--- config.mk ---
export PLATFORM = sky130hd
export DESIGN_NAME = ldpc_dec_ibuf_ctrl
export DESIGN_NICKNAME = d
export VERILOG_FILES = /design/src/rtl/ldpc_dec_ibuf_ctrl.sv
export SDC_FILE = /design/constraint.sdc
export NUM_CORES = 1
export LEC_CHECK = 0
export ABC_CLOCK_PERIOD_IN_PS = 4800
export CORE_MARGIN = 2
export CORE_UTILIZATION = 65
export DETAILED_ROUTE_END_ITERATION = 16
export DONT_BUFFER_PORTS = 1
export GPL_TIMING_DRIVEN = 0
export PLACE_DENSITY_LB_ADDON = 0.1
export SLEW_MARGIN = 20
export SYNTH_ARGS = -nofsm -noshare
export SYNTH_HDL_FRONTEND = slang
export SYNTH_SLANG_ARGS = --single-unit
--- constraint.sdc ---
create_clock -name iclk -period 4.8 [get_ports iclk]
set_clock_uncertainty 0.05 [all_clocks]
set_input_delay 0.24 -clock iclk [delete_from_list [all_inputs] [get_ports iclk]]
set_output_delay 0.24 -clock iclk [all_outputs]
set_load 0.02 [all_outputs]
--- src/rtl/ldpc_dec_ibuf_ctrl.sv ---
// Write-side and flag controller for the ping-pong LLR input buffer.
// Optional frame checking (ieop / restart errors) with LDPC_DEC_IBUF_FRAME_CHECK_EN.
module ldpc_dec_ibuf_ctrl #(
    parameter int pADDR_W     = 8,
    parameter int pBLOCK_SIZE = 192,
    parameter int pTAG_W      = 4
) (
    input  logic               iclk,
    input  logic               ireset,
    input  logic               iclkena,
    input  logic               isop,
    input  logic               ival,
    input  logic               ieop,
    input  logic [pTAG_W-1:0]  itag,
    output logic               ordy,
    output logic               owrite,
    output logic [pADDR_W-1:0] owaddr,
    output logic               owbank,
    input  logic               ibuf_rempty,
    output logic               obuf_full,
    output logic               orbank,
    output logic [pTAG_W-1:0]  otag,
    output logic               oerr
);

    localparam logic [pADDR_W-1:0] cLAST = pADDR_W'(pBLOCK_SIZE - 1);

    typedef enum logic {IDLE, DATA} state_t;

    state_t              state;
    state_t              state_nxt;
    logic                wbank;
    logic [1:0]          full;
    logic [1:0]          full_nxt;
    logic [pADDR_W-1:0]  wcnt;
    logic [pADDR_W-1:0]  wcnt_nxt;
    logic [pADDR_W-1:0]  waddr;
    logic [pTAG_W-1:0]   tag_q [2];
    logic                acc;
    logic                take;
    logic                last;
    logic                close;
    logic                abort;
    logic                err;
    logic                rel;

    assign ordy = ~full[wbank];

    always_comb begin
        state_nxt = state;
        wcnt_nxt  = wcnt;
        full_nxt  = full;
        acc       = ival & ordy & iclkena;
        // a word counts only inside a frame or when it opens one
        take      = acc & (isop | (state == DATA));
        waddr     = isop ? '0 : wcnt;
        last      = (waddr == cLAST);
        close     = take & last;
        abort     = 1'b0;
        err       = 1'b0;
        rel       = ibuf_rempty & obuf_full;
`ifdef LDPC_DEC_IBUF_FRAME_CHECK_EN
        abort     = take & ieop & ~last;
        err       = abort | (close & ~ieop) | (acc & isop & (state == DATA));
`endif
        if (take) begin
            if (close | abort) begin
                state_nxt = IDLE;
                wcnt_nxt  = '0;
            end else begin
                state_nxt = DATA;
                wcnt_nxt  = waddr + 1'b1;
            end
        end
        if (close) full_nxt[wbank] = 1'b1;
        if (rel)   full_nxt[orbank] = 1'b0;
    end

`ifndef LDPC_DEC_IBUF_FRAME_CHECK_EN
    logic unused_ieop;
    assign unused_ieop = ieop;
`endif

    always_ff @(posedge iclk or posedge ireset) begin
        if (ireset) begin
            state <= IDLE;
        end else if (iclkena) begin
            state <= state_nxt;
        end
    end

    always_ff @(posedge iclk or posedge ireset) begin
        if (ireset) begin
            wcnt      <= '0;
            wbank     <= 1'b0;
            full      <= 2'b00;
            tag_q[0]  <= '0;
            tag_q[1]  <= '0;
            owrite    <= 1'b0;
            owaddr    <= '0;
            owbank    <= 1'b0;
            oerr      <= 1'b0;
            orbank    <= 1'b0;
            obuf_full <= 1'b0;
            otag      <= '0;
        end else if (iclkena) begin
            wcnt   <= wcnt_nxt;
            full   <= full_nxt;
            owrite <= take;
            owaddr <= waddr;
            owbank <= wbank;
            oerr   <= err;
            if (close) wbank <= ~wbank;
            if (take & isop) tag_q[wbank] <= itag;
            // full flag trails the RAM write by one cycle
            if (rel) begin
                orbank    <= ~orbank;
                obuf_full <= full[~orbank];
                otag      <= tag_q[~orbank];
            end else begin
                obuf_full <= full[orbank];
                otag      <= tag_q[orbank];
            end
        end
    end

endmodule

======== Word-level counts from Yosys, hierarchy flattened ========
Index checks and enable logic that the tools add are counted.
cells by class
  $add $sub $neg .......................... 1
  $lt $le $gt $ge ......................... 9
  equality and inequality tests ........... 1
  multiplexer cells ....................... 26
  bitwise gates (word level) .............. 16
  reduce and logical (&&, ||, !) cells .... 7
operators with widths
  operator             number
  $mux 4               8
  $mux 8               2
  $mux 1               10
  $add 8x1->8 const B  1
  $bwmux 8             1
  $eq 8x8->1 const B   1
  $reduce_and 2->1     4
  $and 1x1->1          6
  $ge 2x2->1 const B   3
  $lt 1x2->1 const B   3
  $not 1->2            3
  $demux 4 s1          1
  $mux 2               2
  $logic_and 1x1->1    3
  $not 1->1            3
  $and 2x2->2          1
  $demux 1 s1          2
  $ge 1x1->1 const B   2
  $lt 2x1->1 const B   1
  $not 2->2            1
  $or 2x2->2           1
  $or 1x1->1           1
word-level totals
  register bits ........................... 36
  bits of input ports ..................... 11
  output and inout port bits .............. 18
  logic and storage cells ................. 72

======== Longest topological paths before layout ========
  depth after elaboration ................. 10
  gate-level depth with buffers ........... 8
  depth with buffers taken out ............ 7

======== Worst setup path before layout ========
Ideal clock, no wire load.
  path type ............................... register to register
  start ................................... register wbank
  end ..................................... register tag_q[0] (netlist bit)
  library setup time ...................... 0.125 ns
  arrival time ............................ 1.711 ns
  required time ........................... 4.625 ns
  slack ................................... 2.914 ns
  cell stages (with the launch flop) ...... 6
  path buffers ............................ 1
  clock period less this slack ............ 1.886 ns
  cells stage by stage .................... dfrtp_1 > mux2i_2 > and3_4 > and3_4 > buf_6 > mux2_4
on the way
  cells in the longest elaborated chain, start to end .. 8
  elaborated cells on any way between the ends .. 15
  classes of those cells .................. 2 x order compare; 5 x mux; 6 x bitwise; 2 x reduce/logical
RTL lines
  what                                        RTL line  source
  start: declaration                          32        logic wbank;
  start signal: assignment                    113       if (close) wbank <= ~wbank;
  $mux 1 (implied by the code) (2 in series)  47        assign ordy = ~full[wbank];
  $not 1->1                                   47
  via ordy                                    15        output logic ordy,
  $and 1x1->1 (2 in series)                   53        acc = ival & ordy & iclkena;
  $and 1x1->1                                 55        take = acc & (isop | (state == DATA));
  $and 1x1->1                                 114       if (take & isop) tag_q[wbank] <= itag;
  $reduce_and 2->1 (no line)                  -
  end signal: indexed assignment              114
  end: declaration                            38        logic [pTAG_W-1:0] tag_q [2];
The timed path passes the listed nets, and every way through them passes these cells. The select of a mux whose other input is x is not followed.
A chain may end at the register's enable or synchronous reset.

======== Final worst setup path ========
  start ................................... register wbank
  end ..................................... register tag_q[5] (netlist bit)
The elaborated chain is that of the path after synthesis.

==> summary.md <==
| Metric | Value |
|---|---|
| Outcome | `complete, no violations` |
| Slew Viols, Final | `0` |
| Mean post-synth cell area | `approximately 11 um^2` |
| Worst min path class | `in -> reg` |
| Final Net Count | `184` |
| Power density cells | `370.2 nW/um^2` |
| Share of the yosys chip area belonging to registers | `0.5128` |
| Area share of the largest cell type after synthesis | `0.5128` |
| Wirelength per Cell | `between 15 and 20 um` |
| Startpoint types | `flop` |
| Pin count of the biggest net entering global routing | `37` |
| GRT Overall Usage | `0.2610` |
| Warnings from Yosys | `0` |
| Post-synthesis instance area | `roughly 1800 um^2` |
| Max Cap Viol | `0` |
| Most area-hungry cell type in the Yosys netlist | `dfrtp_1` |
| EDFF count, synth | `0` |
| Initial antenna violation count | `0` |
| Clock transition at the registers of the reported paths | `0.10 ns` |
| Total inserted antenna cells | `0` |
| Final worst path period need | `a little over 2 ns` |
| Final HPWL DP | `roughly 2.4 mm` |
| RSZ-0062 raised after global routing | `false` |
| Register-to-register setup slack | `2.75 ns` |
| Area added between synthesis and finish | `10.97%` |
| Data required time of the worst path | `about 5.0 ns` |
| Least-Margin Pin Slew | `0.7159 ns` |
| Routability-driven placement congestion ratio | `slightly below 0.8` |
| Count of standard-cell rows | `18` |
| Metal-1 WL | `~1.5 mm` |
| Element type at the critical path end | `flop` |
| Total via count after detailed routing | `about 1300` |
| Top sig layer | `met4` |
| Buffers inserted by post-CTS timing repair | `0` |
| Placed cell areas | `between 1500 and 2000 um^2` |
| Reported leakage power | `0.8848 nW` |
| Final-layout fill cell count | `173` |
| Arrival time of the worst setup path | `approximately 2.2 ns` |
| Synthesized instance count | `roughly 160` |
| Placeable core region | `between 2000 and 3000 um^2` |
| Maximum buffer depth of the clock tree | `2` |
| Most frequent cell after synthesis | `dfrtp_1` |
| Unique cell type count in the Yosys netlist | `44` |
| Prevailing post-synth register cell | `dfrtp_1` |
| Count of port buffers added during placement | `0` |
| Met2 wire length | `between 1.5 and 2 mm` |
| Critical path peak fanout | `6` |
| Syn nets | `around 170` |
| Die height | `around 56 um` |
| Register bit total from synthesis | `36` |
| Sink count of the clock tree | `36` |
| Level count of the clock H-tree | `2` |
| Final setup violation count | `0` |
| F_max | `488.5 MHz` |
| Via density | `~6.2` |
| Number of design rule violations left after detail routing | `0` |
| Final instance area | `1949 um^2` |
| Detailed-routing iteration count for the pre-antenna-repair pass | `4` |
| Worst-case headroom to the max-slew limit | `0.5220` |
| Routed wire length | `3.545 mm` |
| Global-route wire length before repair | `between 6 and 7 mm` |
| Initial cell density of the core | `0.6964` |
| Wire length on met3 | `237 um` |
| Total global routing overflow | `0` |
| Share of the clock period used by the worst path | `0.4265` |
| Worst skew pair latency | `approximately 0.34 ns` |
| Post-CTS Resized | `0` |
| Area enclosed by the die boundary | `between 3000 and 4000 um^2` |
| Violation count after the first detailed-routing iteration | `28` |
| Worst IR Drop VDD | `approximately 0.37 mV` |
| I/O pin cnt | `29` |
| Number of buffers created by CTS | `5` |
| Biggest area contributors in the synthesized netlist | `dfrtp_1, mux2_4, mux2i_1` |
| Synth cell count leaders | `dfrtp_1, inv_1, nand2_1` |
| Clk Tree Root Cell | `clkbuf_4` |
| Total area of multi-input combinational cells | `about 750 um^2` |
| Type of the worst setup path | `reg -> reg` |
| DIE WIDTH | `roughly 56 um` |
| Seq. cell area | `approximately 900 um^2` |
| Endpoints failing hold | `0` |
| Clock tree from TritonCTS | `yes` |
| Antenna-violating nets left | `0` |
| Layout cells sized above 1 | `0.1850` |
| Share of synthesized registers carrying an async set or reset | `1.000` |
| Final TNS setup | `0 ns` |
| Via count of the first global-routing pass | `roughly 1400` |
cell families (layout without fill, tap and decap cells):
group	after synthesis	in the layout	share of synthesized area
AO/OA/AOI/OAI	31	31	0.1133
XOR/XNOR	4	4	0.01995
adder cells (fa/ha/maj)	1	1	0.007121
buffers and inverters	22	36	0.06267
flip-flops	36	36	0.5128
multiplexers	18	18	0.1296
other	1	1	0.002135
AND/OR/NAND/NOR	46	46	0.1524
report_power, final:
part / leakage [nW] / internal [W] / switching, W
combinational: 0.362 / 0.0000509 / 0.0000539
sequential: 0.471 / 0.000332 / 0.0000476
clock: 0.0515 / 0.000138 / 0.0000984
per-stage QoR:
| stage | worst slack, ns | std cells | total power [W] | hold WS [ns] | util |
|---|---|---|---|---|---|
| after CTS | 2.763 | 203 | 0.0007276 | 0.06223 | 0.7728 |
| final | 2.753 | 203 | 0.0007216 | 0.06830 | 0.7728 |
| after floorplan | 2.914 | 159 | 0.0004627 | 0.3320 | - |
| after global placement | 2.723 | 189 | 0.0004807 | 0.3389 | 0.7113 |
| after global routing | 2.614 | 203 | 0.0007539 | 0.07091 | 0.7728 |
| after detailed placement | 2.633 | 189 | 0.0004867 | 0.2307 | 0.7113 |
critical path, cell delays in order (launching register included):
cell     delay [ns]
dfrtp_1        0.48
mux2i_2        0.53
and3_4         0.28
and3_4         0.18
buf_6          0.12
mux2_4         0.30
final cells by class:
type                    instances  share of cell area
multi-input cells             101              0.3825
well taps                      30             0.01926
repair buffers                  6             0.03081
clock buffers                   7             0.03338
inverters                      12             0.02311
plain buffers                  10             0.03338
clock inverters                 1             0.01540
flip-flops and latches         36              0.4621
final timing paths:
check                                 start  endpoint  depth (start not counted)
worst max register to register        wbank  tag_q[5]                          5
min in group asynchronous            ireset   wcnt[7]                          2
worst min-delay path            ibuf_rempty    orbank                          2
max in group asynchronous            ireset  tag_q[7]                          2
worst max-delay path                  wbank  tag_q[5]                          5
worst min register to register     tag_q[7]  tag_q[7]                          1
timing repair:
action | CTS | global route
endpoints found under the hold margin | 45 | 0
hold buffers | 6 | 0
setup endpoints to repair | 0 | 0
sequential cells by signal (all words and copies together), names as in the netlist, 2 cells and up:
name / count
full: 2
owaddr: 8
wcnt: 8
tag_q: 8
otag: 4
per-layer routing:
layer / track usage / up-vias
met5: 0 / -
met3: 0.07209 / 9
met2: 0.4050 / 43
li1: - / 582
met1: 0.3385 / 616
met4: 0.1259 / 0
cell usage in the layout (no fill, tap or decap), drive strengths merged, types with 2 or more instances in the layout:
master	Yosys	final
dfrtp	36	36
buf	6	6
and4	2	2
xnor2	2	2
o21ai	8	8
a31oi	4	4
a22o	2	2
nor2	9	9
a21oi	8	8
nor3	2	2
inv	12	12
nand3	3	3
nor2b	4	4
nand2b	2	2
nand2	12	12
mux2i	7	7
nand4b	2	2
xor2	2	2
dlygate4sd3	0	6
clkbuf	4	11
and3	4	4
mux2	11	11
(Power assumes the default switching activity.)
